===== config.mk =====
export PLATFORM = sky130hd
export DESIGN_NAME = life_counter
export DESIGN_NICKNAME = d
export VERILOG_FILES = /design/src/rtl/life_counter.sv
export SDC_FILE = /design/constraint.sdc
export NUM_CORES = 1
export LEC_CHECK = 0
export BUFFER_PORTS_ARGS = -buffer_cell sky130_fd_sc_hd__buf_2
export CAP_MARGIN = 5
export CORE_ASPECT_RATIO = 0.5
export CORE_MARGIN = 2
export CORE_UTILIZATION = 40
export CTS_CLUSTER_SIZE = 30
export DETAILED_ROUTE_END_ITERATION = 12
export PLACE_DENSITY_LB_ADDON = 0.1
export SLEW_MARGIN = 20
export SYNTH_ARGS = -nofsm -noshare
export SYNTH_HDL_FRONTEND = slang
export SYNTH_SLANG_ARGS = --single-unit

===== constraint.sdc =====
create_clock -name clk -period 3.58 [get_ports clk]
set_input_delay 1.074 -clock clk [delete_from_list [all_inputs] [get_ports clk]]
set_output_delay 1.074 -clock clk [all_outputs]
set_load 0.02 [all_outputs]

===== src/rtl/life_counter.sv =====
// Lives counter with PLAY/PAUSE/OVER flow and a registered font-address digit overlay.
// Optional digit blinking during PAUSE is compiled in when LIFE_BLINK_EN is defined.
module life_counter #(
   parameter int unsigned INIT_LIVES   = 3,
   parameter int unsigned MAX_LIVES    = 9,
   parameter int unsigned PAUSE_FRAMES = 60
) (
   input  logic       clk,
   input  logic       reset,
   input  logic       frame_tick,
   input  logic       ball_lost,
   input  logic       life_gain,
   input  logic       restart,
   output logic [3:0] regis,
   output logic [2:0] sel_text,
   output logic       serve_en,
   output logic       game_over
);

   typedef enum logic [1:0] {
      ST_PLAY  = 2'd0,
      ST_PAUSE = 2'd1,
      ST_OVER  = 2'd2
   } state_t;

   localparam logic [3:0] INIT_L     = 4'(INIT_LIVES);
   localparam logic [3:0] MAX_L      = 4'(MAX_LIVES);
   localparam logic [7:0] PAUSE_LOAD = 8'(PAUSE_FRAMES - 1);
   localparam logic [2:0] PAGE_DIGIT = 3'b011;
   localparam logic [2:0] PAGE_SPACE = 3'b010;

   state_t     state_q, state_d;
   logic [3:0] lives_q, lives_d;
   logic [7:0] pause_q, pause_d;
   logic [3:0] gained;
   logic [3:0] after_gain;
   logic       blank_d;
   logic [3:0] regis_d;
   logic [2:0] sel_d;
   logic       serve_d;
   logic       over_d;

`ifdef LIFE_BLINK_EN
   logic [3:0] blink_q, blink_d;
`endif

   always_comb begin
      state_d    = state_q;
      lives_d    = lives_q;
      pause_d    = pause_q;
`ifdef LIFE_BLINK_EN
      blink_d    = blink_q;
`endif
      gained     = (lives_q >= MAX_L) ? MAX_L : lives_q + 4'd1;
      after_gain = life_gain ? gained : lives_q;

      if (restart) begin
         state_d = ST_PLAY;
         lives_d = INIT_L;
         pause_d = '0;
`ifdef LIFE_BLINK_EN
         blink_d = '0;
`endif
      end else begin
         unique case (state_q)
            ST_PLAY: begin
               if (ball_lost) begin
                  // Same-cycle bonus is credited before the loss is charged.
                  if (after_gain <= 4'd1) begin
                     lives_d = '0;
                     state_d = ST_OVER;
                  end else begin
                     lives_d = after_gain - 4'd1;
                     state_d = ST_PAUSE;
                     pause_d = PAUSE_LOAD;
`ifdef LIFE_BLINK_EN
                     blink_d = '0;
`endif
                  end
               end else begin
                  lives_d = after_gain;
               end
            end
            ST_PAUSE: begin
               lives_d = after_gain;
               if (frame_tick) begin
                  if (pause_q == '0) state_d = ST_PLAY;
                  else               pause_d = pause_q - 8'd1;
`ifdef LIFE_BLINK_EN
                  blink_d = blink_q + 4'd1;
`endif
               end
            end
            ST_OVER: begin
               lives_d = '0;
            end
            default: begin
               state_d = ST_PLAY;
               lives_d = INIT_L;
               pause_d = '0;
            end
         endcase
      end

      // Outputs are derived from next-state values so they reflect this edge's update.
`ifdef LIFE_BLINK_EN
      blank_d = (state_d == ST_PAUSE) && blink_d[3];
`else
      blank_d = 1'b0;
`endif
      regis_d = blank_d ? 4'h0 : lives_d;
      sel_d   = blank_d ? PAGE_SPACE : PAGE_DIGIT;
      serve_d = (state_d == ST_PLAY);
      over_d  = (state_d == ST_OVER);
   end

   always_ff @(posedge clk or posedge reset) begin
      if (reset) begin
         state_q   <= ST_PLAY;
         lives_q   <= INIT_L;
         pause_q   <= '0;
         regis     <= INIT_L;
         sel_text  <= PAGE_DIGIT;
         serve_en  <= 1'b1;
         game_over <= 1'b0;
      end else begin
         state_q   <= state_d;
         lives_q   <= lives_d;
         pause_q   <= pause_d;
         regis     <= regis_d;
         sel_text  <= sel_d;
         serve_en  <= serve_d;
         game_over <= over_d;
      end
   end

`ifdef LIFE_BLINK_EN
   always_ff @(posedge clk or posedge reset) begin
      if (reset) blink_q <= '0;
      else       blink_q <= blink_d;
   end
`endif

endmodule

* Word level (Yosys, flattened, before mapping)
Cells that the tools add are included.
** Word-level totals
- Output and inout port bits :: 9
- Register bits after elaboration :: 16
** Operators by class
- Eq/ne operators :: 8
- Reductions and logical operators :: 4
- $lt $le $gt $ge :: 2
- Multiplexer cells :: 18
- Add/subtract/negate cells :: 3
** Operator list (count)
- $mux 8 :: 5
- $pmux 8 s3 :: 1
- $mux 4 :: 5
- $ne 3x3->1 const B :: 4
- $pmux 4 s3 :: 1
- $mux 2 :: 5
- $logic_not 8->1 :: 1
- $sub 8x1->8 const B :: 1
- $pmux 2 s3 :: 1
- $reduce_and 5->1 :: 1
- $add 4x1->4 const B :: 1
- $eq 2x2->1 const B :: 2
- $ge 4x4->1 const B :: 1
- $le 4x1->1 const B :: 1
- $logic_not 2->1 :: 2
- $sub 4x1->4 const B :: 1
- $eq 2x1->1 const B :: 1
- $ne 2x2->1 const B :: 1

* Longest topological paths before layout
Gate-level depths: netlist of run 1.
- Word-level depth :: 9
- Gate-level depth with buffers :: 10
- Depth with buffers taken out :: 10

* Least setup slack after synthesis of run 1
Ideal clock, no wire load.
- Kind :: reg-to-reg
- From :: reg lives_q[1]
- To :: reg pause_q[0]
- Path buffers :: 0
- Cell stages (with the launch flop) :: 11
- Clock period less this slack :: 2.863 ns
- Arrival time :: 2.738 ns
- Path slack :: 0.717 ns
- Setup time :: 0.125 ns
- Cells stage by stage :: dfstp_2 -> inv_1 -> ha_1 -> or3b_2 -> nand2_1 -> a31oi_1 -> ha_1 -> nor3_2 -> nor3_1 -> o21ai_0 -> mux2_2
** On the way
- Word-level cells in the longest chain between the ends :: 6
- Elaborated cells on any way between the ends :: 7
- Classes of those cells :: add/sub: 1; order compare: 2; eq/ne: 1; mux: 2; reduce/logical: 1
** Ends and longest elaborated chain
- start, declared :: RTL line 33 : logic [3:0] lives_q, lives_d;
- start signal, assigned :: RTL line 128 : lives_q <= lives_d;
- $add 4x1->4 or $ge 4x4->1 (tied branches) :: RTL line 54 : gained = (lives_q >= MAX_L) ? MAX_L : lives_q + 4'd1;
- $mux 4 :: RTL line 54
- $mux 4 * :: RTL line 55 : after_gain = life_gain ? gained : lives_q;
- $le 4x1->1 * :: RTL line 69 : if (after_gain <= 4'd1) begin
- $ne 3x3->1 (no line) *
- $reduce_and 5->1 (no line) *
- end signal, assigned :: RTL line 129 : pause_q <= pause_d;
- end, declared :: RTL line 34 : logic [7:0] pause_q, pause_d;
Mark *: on every way between the ends. The rest lies on a longest branch, timed or not.
A chain may end at the register's enable or synchronous reset.

* Final worst setup path of run 1
Same ends and word-level chain as after synthesis.

==> flow_metrics.py, run 1 <==
metrics = {
    "global_routing": {
        "grt_pass1_vias": 838,
        "grt_pass1_wl_um": 4000,
        "grt_start_max_net_pins": 18,
        "antenna_found_initial": 0,
        "grtUsageTotal_pct": 17.0,
        "overflow": 0,
    },
    "timing": {
        "clock_skew_ns": 0.00734,
        "rsz0062_at_grt": "no",
        "finalCritPeriodShare_pct": 86.1,
        "hold_violations": 0,
        "maxSlewHeadroom_pct": 57.7,
        "finalMaxSlewViolations": 0,
        "setup_viol": 0,
        "fin_crit_ns": 3.08,
        "tns_ns": 0,
        "worst_hold_slack_ns": 0.509,
        "tightest_slew_ns": 0.633,
        "fmax_mhz": 324,
    },
    "die": {
        "rows": 13,
        "die_h_um": 41.2,
        "initial_core_util_pct": 42.3,
        "ioPinCount": 15,
        "core_um2": 2620,
        "die_area_um2": 3230,
        "die_w_um": 78.4,
    },
    "synth": {
        "synth_area_per_cell_um2": 8.79,
        "ys_seq_elements": 16,
        "yosys.cell_types.count": 39,
        "netlist_area_um2": 1110,
        "yosysWarnings": 0,
        "netlist_instances": 126,
        "ys_seq_area_share_pct": 36.5,
    },
    "critical_path": {
        "rr_worst_depth": 10,
        "path_buf_inv": 1,
        "critPathMaxStageDelay_ns": 0.60,
        "cpMostUsedCell": "ha_1",
        "cp.required_ns": 3.72,
        "crit_path_start_kind": "flop",
        "worst-setup-path-type": "reg -> reg",
        "arrival_ns": 3.22,
        "slowest_stage": "dfstp_2",
        "rr_startpoint": "lives_q[1]",
        "r2r_setup_slack_ns": 0.50,
        "critPathCaptureType": "flop",
        "crit_fanout": 6,
        "path_cells": "inv_1, ha_1, or3b_2, nand2_1, a31oi_1, ha_1, nor3_2, nor3_1, o21ai_0, mux2_2",
        "critPathTopFamily": "simple AND/OR/NAND/NOR gates",
        "reg2reg_to": "pause_q[0]",
    },
    "cells_and_area": {
        "antenna_cells": 0,
        "layout_commonest_cell": "dfrtp_1",
        "syn_to_final_growth_pct": 10.4,
        "multi_input_area_um2": 632,
        "final_cell_mix": "dfrtp_1, buf_2, nor2_1, a21oi_1, nand2_1",
        "finalNetCount": 147,
        "seqCellArea_um2": 404,
        "fillers": 280,
        "layout.cells.non_filler": 171,
        "drive_above_1_share_pct": 21.6,
    },
    "routing": {
        "vias": 955,
        "post-route-drc-count": 0,
        "wl_um": 2390,
        "drt_pass1_iterations": 4,
        "postRouteAntennaNets": 0,
        "wl_per_cell_um": 14.0,
        "drtIter0Drc": 83,
        "routed_via_density": 5.58,
    },
    "min_path": {
        "hp-class": "reg -> reg",
        "hold_path_end": "pause_q[7]",
        "hold_depth": 1,
        "hold_start": "pause_q[7]",
    },
    "power": {
        "power_density_nw_per_um2": 855,
        "p_leak_nw": 0.564,
        "ir_worst_vdd_mv": 0.239,
    },
    "cts": {
        "worstSkewPairLatency_ns": 0.26,
        "cts_sinks": 16,
        "clk_path_buf_depth": 2,
        "cts_hold_buf": 0,
        "clk_pin_slew_worst_paths_ns": 0.07,
        "htreeDepth": 1,
        "cts_buffers": 3,
        "cts_tree": "yes",
        "ctsResizeCount": 0,
        "post_cts_buffers": 0,
        "root_buffer": "clkbuf_8",
    },
    "flow_run": {
        "cap_violations": 0,
    },
    "placed_design": {
        "gp_congestion": 0.783,
        "hpwl_um": 1730,
        "dp_cells": 167,
        "place.port_buffers": 11,
    },
    "run_status": {
        "status": "complete, no violations",
    },
}
-- synthesized netlist by cell type --
library cell	n	area, µm²
nor4_1	1	6.26
a31oi_1	6	37.5
conb_1	2	7.51
and4_2	1	10.0
a41oi_1	1	8.76
dfrtp_1	13	325
o21ai_0	4	20.0
nand2b_1	3	18.8
dfstp_2	3	78.8
nor3b_1	1	7.51
o211ai_1	1	7.51
nor3_4	1	16.3
or3b_2	1	8.76
a211o_2	1	10.0
or2_2	2	12.5
a211o_1	4	35.0
nor4b_1	1	8.76
or4_1	2	15.0
nor3_1	6	30.0
nand3_1	2	10.0
mux2_2	3	33.8
a21oi_1	10	50.1
a211oi_1	2	15.0
and3_1	2	12.5
o221ai_1	1	8.76
o311a_1	1	10.0
nor2_1	10	37.5
clkbuf_1	4	15.0
and3b_1	1	8.76
a32o_1	2	20.0
nor3_2	1	10.0
buf_4	4	30.0
and2_1	1	6.26
a21o_2	1	8.76
nand2_1	9	33.8
ha_1	6	75.1
inv_1	8	30.0
a22o_1	1	8.76
o22ai_1	3	18.8
-- cell type report --
class	count	share of cell area [%]
clock buffers	4	4.50
repair buffers	11	4.50
well taps	37	3.79
flip-flops and latches	16	33.1
inverters	8	2.46
multi-input cells	95	51.7
-- metal layers --
layer,global-route usage [%],up-vias,wire (µm)
li1,-,472,-
met1,22.3,448,1190
met2,28.7,33,1060
met3,5.29,2,127
met4,3.95,0,14
met5,0,-,0
-- worst max path at each step --
stage | endpoint | from | depth (start not counted)
floorplan | pause_q[0] | lives_q[1] | 10
global placement | pause_q[1] | life_gain | 8
detailed placement | pause_q[4] | life_gain | 8
CTS | pause_q[0] | lives_q[1] | 10
global route | pause_q[0] | lives_q[1] | 10
finish | pause_q[0] | lives_q[1] | 10
-- sequential cells by signal, indices dropped and copies added, names as in the netlist --
| name | count |
|---|---|
| serve_en | 1 |
| pause_q | 8 |
| game_over | 1 |
| lives_q | 4 |
| state_q | 2 |
-- cells by family after synthesis --
kind of cell               count (synthesis)  synth area share [%]
and+or+nand+nor                           45                  22.8
buffers and inverters                     16                  6.78
DFF                                       16                  36.5
muxes                                      3                  3.05
AOI/OAI and AO/OA                         38                  23.4
adders and majority gates                  6                  6.78
other                                      2                 0.678
-- power by group --
part / internal (W) / switching (W)
clock: 0.0000977 / 0.0000680
combinational: 0.000223 / 0.000285
sequential: 0.000259 / 0.000113
-- per-stage QoR --
step                cell area, µm²  power, W  utilization (%)  worst slack (ns)
floorplan                     1110  0.000761                -             0.717
global placement              1170  0.000877             44.6             0.526
CTS                           1220   0.00105             46.7             0.512
global route                  1220   0.00114             46.7             0.235
detailed placement            1170  0.000880             44.6             0.518
finish                        1220   0.00105             46.7             0.498
Power figures use the tool's default switching activity.
==> run 2, diff against run 1 <==
--- a/config.mk
+++ b/config.mk
@@ -9,5 +9,4 @@
 export CAP_MARGIN = 5
 export CORE_ASPECT_RATIO = 0.5
-export CORE_MARGIN = 2
 export CORE_UTILIZATION = 40
 export CTS_CLUSTER_SIZE = 30
==> constraint.sdc (replaced) <==
create_clock -name clk -period 3.58 [get_ports clk]
set_input_delay 0.358 -clock clk [delete_from_list [all_inputs] [get_ports clk]]
set_output_delay 0.358 -clock clk [all_outputs]
set_load 0.02 [all_outputs]
==> run 2 against run 1 <==
Clock skew fell by 0.0039 ns. Wire length up 1.6%. Total power increased by 0.78%. Sequential power about the same. Fmax rose by 2.7%. Clock power about the same. Critical path type unchanged. Largest cell class unchanged. Highest routed layer unchanged.
==> flow_metrics.py, run 2 (synthesis gave the netlist of run 1 again) <==
metrics = {
    "routing": {
        "drtIter0Drc": 77,
        "vias": 943,
        "wl_per_cell_um": 14.2,
        "post-route-drc-count": 0,
        "wl_um": 2430,
        "routed_via_density": 5.51,
        "postRouteAntennaNets": 0,
        "drt_pass1_iterations": 4,
    },
    "critical_path": {
        "path_buf_inv": 1,
        "path_cells": "inv_1, ha_1, or3b_2, nand2_1, a31oi_1, ha_1, nor3_2, nor3_1, o21ai_0, mux2_2",
        "worst-setup-path-type": "reg -> reg",
        "cp.required_ns": 3.72,
        "critPathMaxStageDelay_ns": 0.60,
        "crit_path_start": "lives_q[1]",
        "crit_fanout": 6,
        "rr_startpoint": "lives_q[1]",
        "arrival_ns": 3.14,
        "rr_worst_depth": 10,
        "critPathTopFamily": "simple AND/OR/NAND/NOR gates",
        "critPathCaptureType": "flop",
        "r2r_setup_slack_ns": 0.58,
        "reg2reg_to": "pause_q[1]",
        "slowest_stage": "dfstp_2",
        "crit_path_start_kind": "flop",
        "cpMostUsedCell": "ha_1",
    },
    "die": {
        "die_h_um": 39.2,
        "die_area_um2": 3000,
        "die_w_um": 76.4,
        "initial_core_util_pct": 42.5,
        "ioPinCount": 15,
        "rows": 13,
        "core_um2": 2600,
    },
    "cells_and_area": {
        "top_register": "pause_q",
        "finalNetCount": 147,
        "stdcell_area_um2": 1220,
        "syn_to_final_growth_pct": 10.4,
        "drive_above_1_share_pct": 21.6,
        "final_cell_mix": "dfrtp_1, buf_2, nor2_1, a21oi_1, nand2_1",
        "fillers": 268,
        "reg.largest.list": "pause_q (8), lives_q (4), state_q (2)",
        "layout.cells.non_filler": 171,
        "largest_reg_flops": 8,
        "antenna_cells": 0,
        "layout_commonest_cell": "dfrtp_1",
    },
    "global_routing": {
        "overflow": 0,
        "grt_pass1_vias": 848,
        "grt_pass1_wl_um": 4060,
        "top_usage_layer": "met2",
        "grt_start_max_net_pins": 18,
        "grt_util_met1_pct": 23.6,
        "grtUsageTotal_pct": 18.8,
        "use_met2_pct": 32.0,
        "antenna_found_initial": 0,
        "grt_use_met3_pct": 5.65,
    },
    "timing": {
        "rsz0062_at_grt": "no",
        "fmax_mhz": 333,
        "hold_violations": 0,
        "clock_skew_ns": 0.00342,
        "tightest_slew_ns": 0.648,
        "setup_viol": 0,
        "tns_ns": 0,
        "worst_hold_slack_ns": 0.177,
        "finalMaxSlewViolations": 0,
        "maxSlewHeadroom_pct": 56.8,
        "finalCritPeriodShare_pct": 83.8,
        "fin_crit_ns": 3.00,
    },
    "cts": {
        "clk_path_buf_depth": 2,
        "worstSkewPairLatency_ns": 0.26,
        "ctsResizeCount": 0,
        "cts_sinks": 16,
        "cts_buffers": 3,
        "root_buffer": "clkbuf_8",
        "post_cts_buffers": 0,
        "htreeDepth": 1,
        "clk_pin_slew_worst_paths_ns": 0.07,
        "cts_hold_buf": 0,
        "cts_tree": "yes",
    },
    "power": {
        "combPwrFrac_pct": 48.6,
        "power_density_nw_per_um2": 862,
        "p_sw_share_pct": 44.9,
        "p_switching_w": 0.000473,
        "p_int_w": 0.000580,
        "p_clk_share_pct": 16.0,
        "ir_worst_vdd_mv": 0.339,
        "p_leak_nw": 0.564,
        "pwr-share-seq_pct": 35.4,
    },
    "placed_design": {
        "place.port_buffers": 11,
        "gp_congestion": 0.795,
        "hpwl_um": 1780,
        "dp_cells": 167,
        "place_area_um2": 1170,
    },
    "run_status": {
        "status": "complete, no violations",
    },
    "min_path": {
        "hp-class": "in -> async",
    },
    "flow_run": {
        "cap_violations": 0,
    },
}
## run 2: power by group through the flow
stage | logic [W] | registers [W] | clock network, W
CTS | 0.000512 | 0.000371 | 0.000173
finish | 0.000512 | 0.000373 | 0.000168
global route | 0.000574 | 0.000393 | 0.000179
detailed placement | 0.000509 | 0.000374 | 0
floorplan | 0.000404 | 0.000356 | 0
global placement | 0.000505 | 0.000373 | 0
## run 2: how the worst max path moves through the flow
| stage | end | cells after the start |
|---|---|---|
| final | pause_q[1] | 10 |
| after global routing | pause_q[1] | 10 |
| after CTS | pause_q[1] | 10 |
| after detailed placement | pause_q[1] | 10 |
| after global placement | pause_q[1] | 10 |
| after floorplan | pause_q[0] | 10 |
## run 2: layer usage
metal  part of all wire, %  vias to the layer above
li1                      -                      474
met1                    52                      443
met2                    43                       22
met3                   4.7                        4
met4                  0.91                        0
met5                     0                        -
## run 2: layout make-up
type	count	area [µm²]	share of cell area, %
Timing Repair Buffer	11	55.1	4.50
Tap cell	37	46.3	3.79
Clock buffer	4	55.1	4.50
Sequential cell	16	404	33.1
Multi-Input combinational cell	95	632	51.7
Inverter	8	30.0	2.46
## run 2: worst register-to-register path, delay by kind of cell (launching register included)
kind / cells / cell delay [ns]
fa+ha+maj: 2 / 0.40
buf+inv: 1 / 0.09
compound gates: 2 / 0.52
simple gates: 4 / 0.88
flops: 1 / 0.60
mux: 1 / 0.39
## run 2: per-stage QoR
step                utilization, %  setup WS (ns)  total power [W]
floorplan                        -          0.717         0.000761
global placement              44.9          0.632         0.000877
detailed placement            44.9          0.593         0.000883
CTS                           47.0          0.560          0.00106
global route                  47.0          0.358          0.00115
finish                        47.0          0.579          0.00105
==> run 3, diff against run 2 <==
- clock period: 3.58 -> 2.95 ns (I/O delays scaled with it)
==> run 3 against run 2 <==
Clock-buffer cell count did not move. Core utilization rose by 0.58 points. First-iteration DRC count fell by 53%. Fmax rose by 7.1%. Wire length rose by 0.70%. Largest cell class unchanged. Setup slack got worse by 0.43 ns.
==> flow_metrics.py, run 3 (synthesis gave the netlist of run 1 again) <==
metrics = {
    "critical_path": {
        "r2r_setup_slack_ns": 0.15,
        "rr_worst_depth": 10,
        "critPathCaptureType": "flop",
        "worst-setup-path-type": "reg -> reg",
        "crit_fanout": 9,
        "rr_startpoint": "lives_q[0]",
        "crit_path_start_kind": "flop",
        "arrival_ns": 2.95,
        "reg2reg_to": "pause_q[3]",
        "cp.required_ns": 3.09,
    },
    "placed_design": {
        "place.port_buffers": 11,
        "hpwl_um": 1730,
        "gp_congestion": 0.771,
        "pre_cts_ws_ns": 0.0278,
        "place_area_um2": 1170,
    },
    "cells_and_area": {
        "layout_commonest_cell": "dfrtp_1",
        "stdcell_area_um2": 1240,
        "final_cell_mix": "dfrtp_1, buf_2, nor2_1",
        "finalNetCount": 148,
        "reg.largest.list": "pause_q (8), lives_q (4), state_q (2)",
        "syn_to_final_growth_pct": 11.8,
        "top_register": "pause_q",
        "drive_above_1_share_pct": 23.7,
        "largest_reg_flops": 8,
        "fillers": 263,
        "antenna_cells": 0,
    },
    "cts": {
        "cts_sinks": 16,
        "cts_tree": "yes",
        "root_buffer": "clkbuf_8",
        "clk_pin_slew_worst_paths_ns": 0.07,
        "clk_path_buf_depth": 2,
        "cts_hold_buf": 0,
        "worstSkewPairLatency_ns": 0.26,
        "htreeDepth": 1,
        "post_cts_buffers": 0,
        "cts_buffers": 3,
    },
    "timing": {
        "tns_ns": 0,
        "fin_crit_ns": 2.80,
        "hold_violations": 0,
        "finalMaxSlewViolations": 0,
        "maxSlewHeadroom_pct": 58.0,
        "setup_viol": 0,
        "tightest_slew_ns": 0.629,
        "setup_ws_ns": 0.148,
        "fmax_mhz": 357,
        "finalCritPeriodShare_pct": 95.0,
        "clock_skew_ns": 0.00597,
        "rsz0062_at_grt": "no",
    },
    "global_routing": {
        "grt_pass1_vias": 847,
        "grtUsageTotal_pct": 18.2,
        "grt_start_max_net_pins": 18,
        "antenna_found_initial": 0,
        "overflow": 0,
        "grt_pass1_wl_um": 4020,
    },
    "power": {
        "ir_worst_vdd_mv": 0.347,
        "power_density_nw_per_um2": 1050,
        "p_leak_nw": 0.570,
    },
    "routing": {
        "routed_via_density": 5.61,
        "drt_pass1_iterations": 4,
        "postRouteAntennaNets": 0,
        "vias": 965,
        "wl_um": 2450,
        "wl_per_cell_um": 14.2,
        "post-route-drc-count": 0,
        "drtIter0Drc": 36,
    },
    "die": {
        "ioPinCount": 15,
        "initial_core_util_pct": 42.5,
        "die_w_um": 76.4,
        "core_um2": 2600,
        "die_h_um": 39.2,
        "rows": 13,
        "die_area_um2": 3000,
    },
    "flow_run": {
        "cap_violations": 0,
    },
    "min_path": {
        "hp-class": "in -> async",
    },
    "run_status": {
        "status": "complete, no violations",
    },
}
## run 3: stage by stage
stage                     total power, W  cells  util [%]  hold slack (ns)
after floorplan                 0.000923    127         -            0.207
after global placement           0.00107    168      45.1            0.401
after detailed placement         0.00108    168      45.1            0.407
after CTS                        0.00129    172      47.3            0.129
after global routing             0.00142    172      47.5            0.149
final                            0.00129    172      47.5            0.106
## run 3: worst max-delay path by stage
stage / from / to / slack (ns) / cells past startpoint
floorplan: lives_q[1] / pause_q[0] / 0.09 / 10
global placement: lives_q[1] / pause_q[1] / 0.09 / 10
detailed placement: lives_q[1] / pause_q[1] / 0.03 / 10
CTS: lives_q[1] / pause_q[0] / 0.007 / 10
global route: lives_q[0] / pause_q[4] / 0.06 / 10
finish: lives_q[0] / pause_q[3] / 0.15 / 10
## run 3: critical path: stages (launching register included)
cell and delay (ns):
dfstp_2 0.64, inv_1 0.07, ha_1 0.19, or3b_2 0.20
nand2_1 0.09, a31oi_1 0.27, ha_1 0.20, nor3_2 0.05
o311a_1 0.43, a211o_1 0.31, a32o_1 0.24
## run 3: power by group
part / total (W) / internal, W / switching [W]
clock network: 0.000202 / 0.000119 / 0.0000830
registers: 0.000443 / 0.000313 / 0.000130
logic: 0.000650 / 0.000282 / 0.000368
total: 0.00129 / 0.000714 / 0.000581
## run 3: layout make-up
cell class / count / area (µm²) / area share (%)
clock buffers: 4 / 55.1 / 4.45
repair buffers: 12 / 62.6 / 5.06
multi-input cells: 95 / 639 / 51.7
inverters: 8 / 30.0 / 2.43
flip-flops and latches: 16 / 404 / 32.7
well taps: 37 / 46.3 / 3.74
## run 3: repair_timing
item,in CTS,in global routing
gates resized for setup,0,3
setup endpoints to repair,0,6
hold endpoints to repair,0,0
## run 3: layer usage
layer | wire length (µm) | vias up | track usage, % | part of all wire (%)
li1 | - | 478 | - | -
met1 | 1240 | 459 | 24.3 | 51
met2 | 1070 | 26 | 30.6 | 44
met3 | 126 | 2 | 4.94 | 5.2
met5 | 0 | - | 0 | 0
met4 | 13 | 0 | 2.88 | 0.53
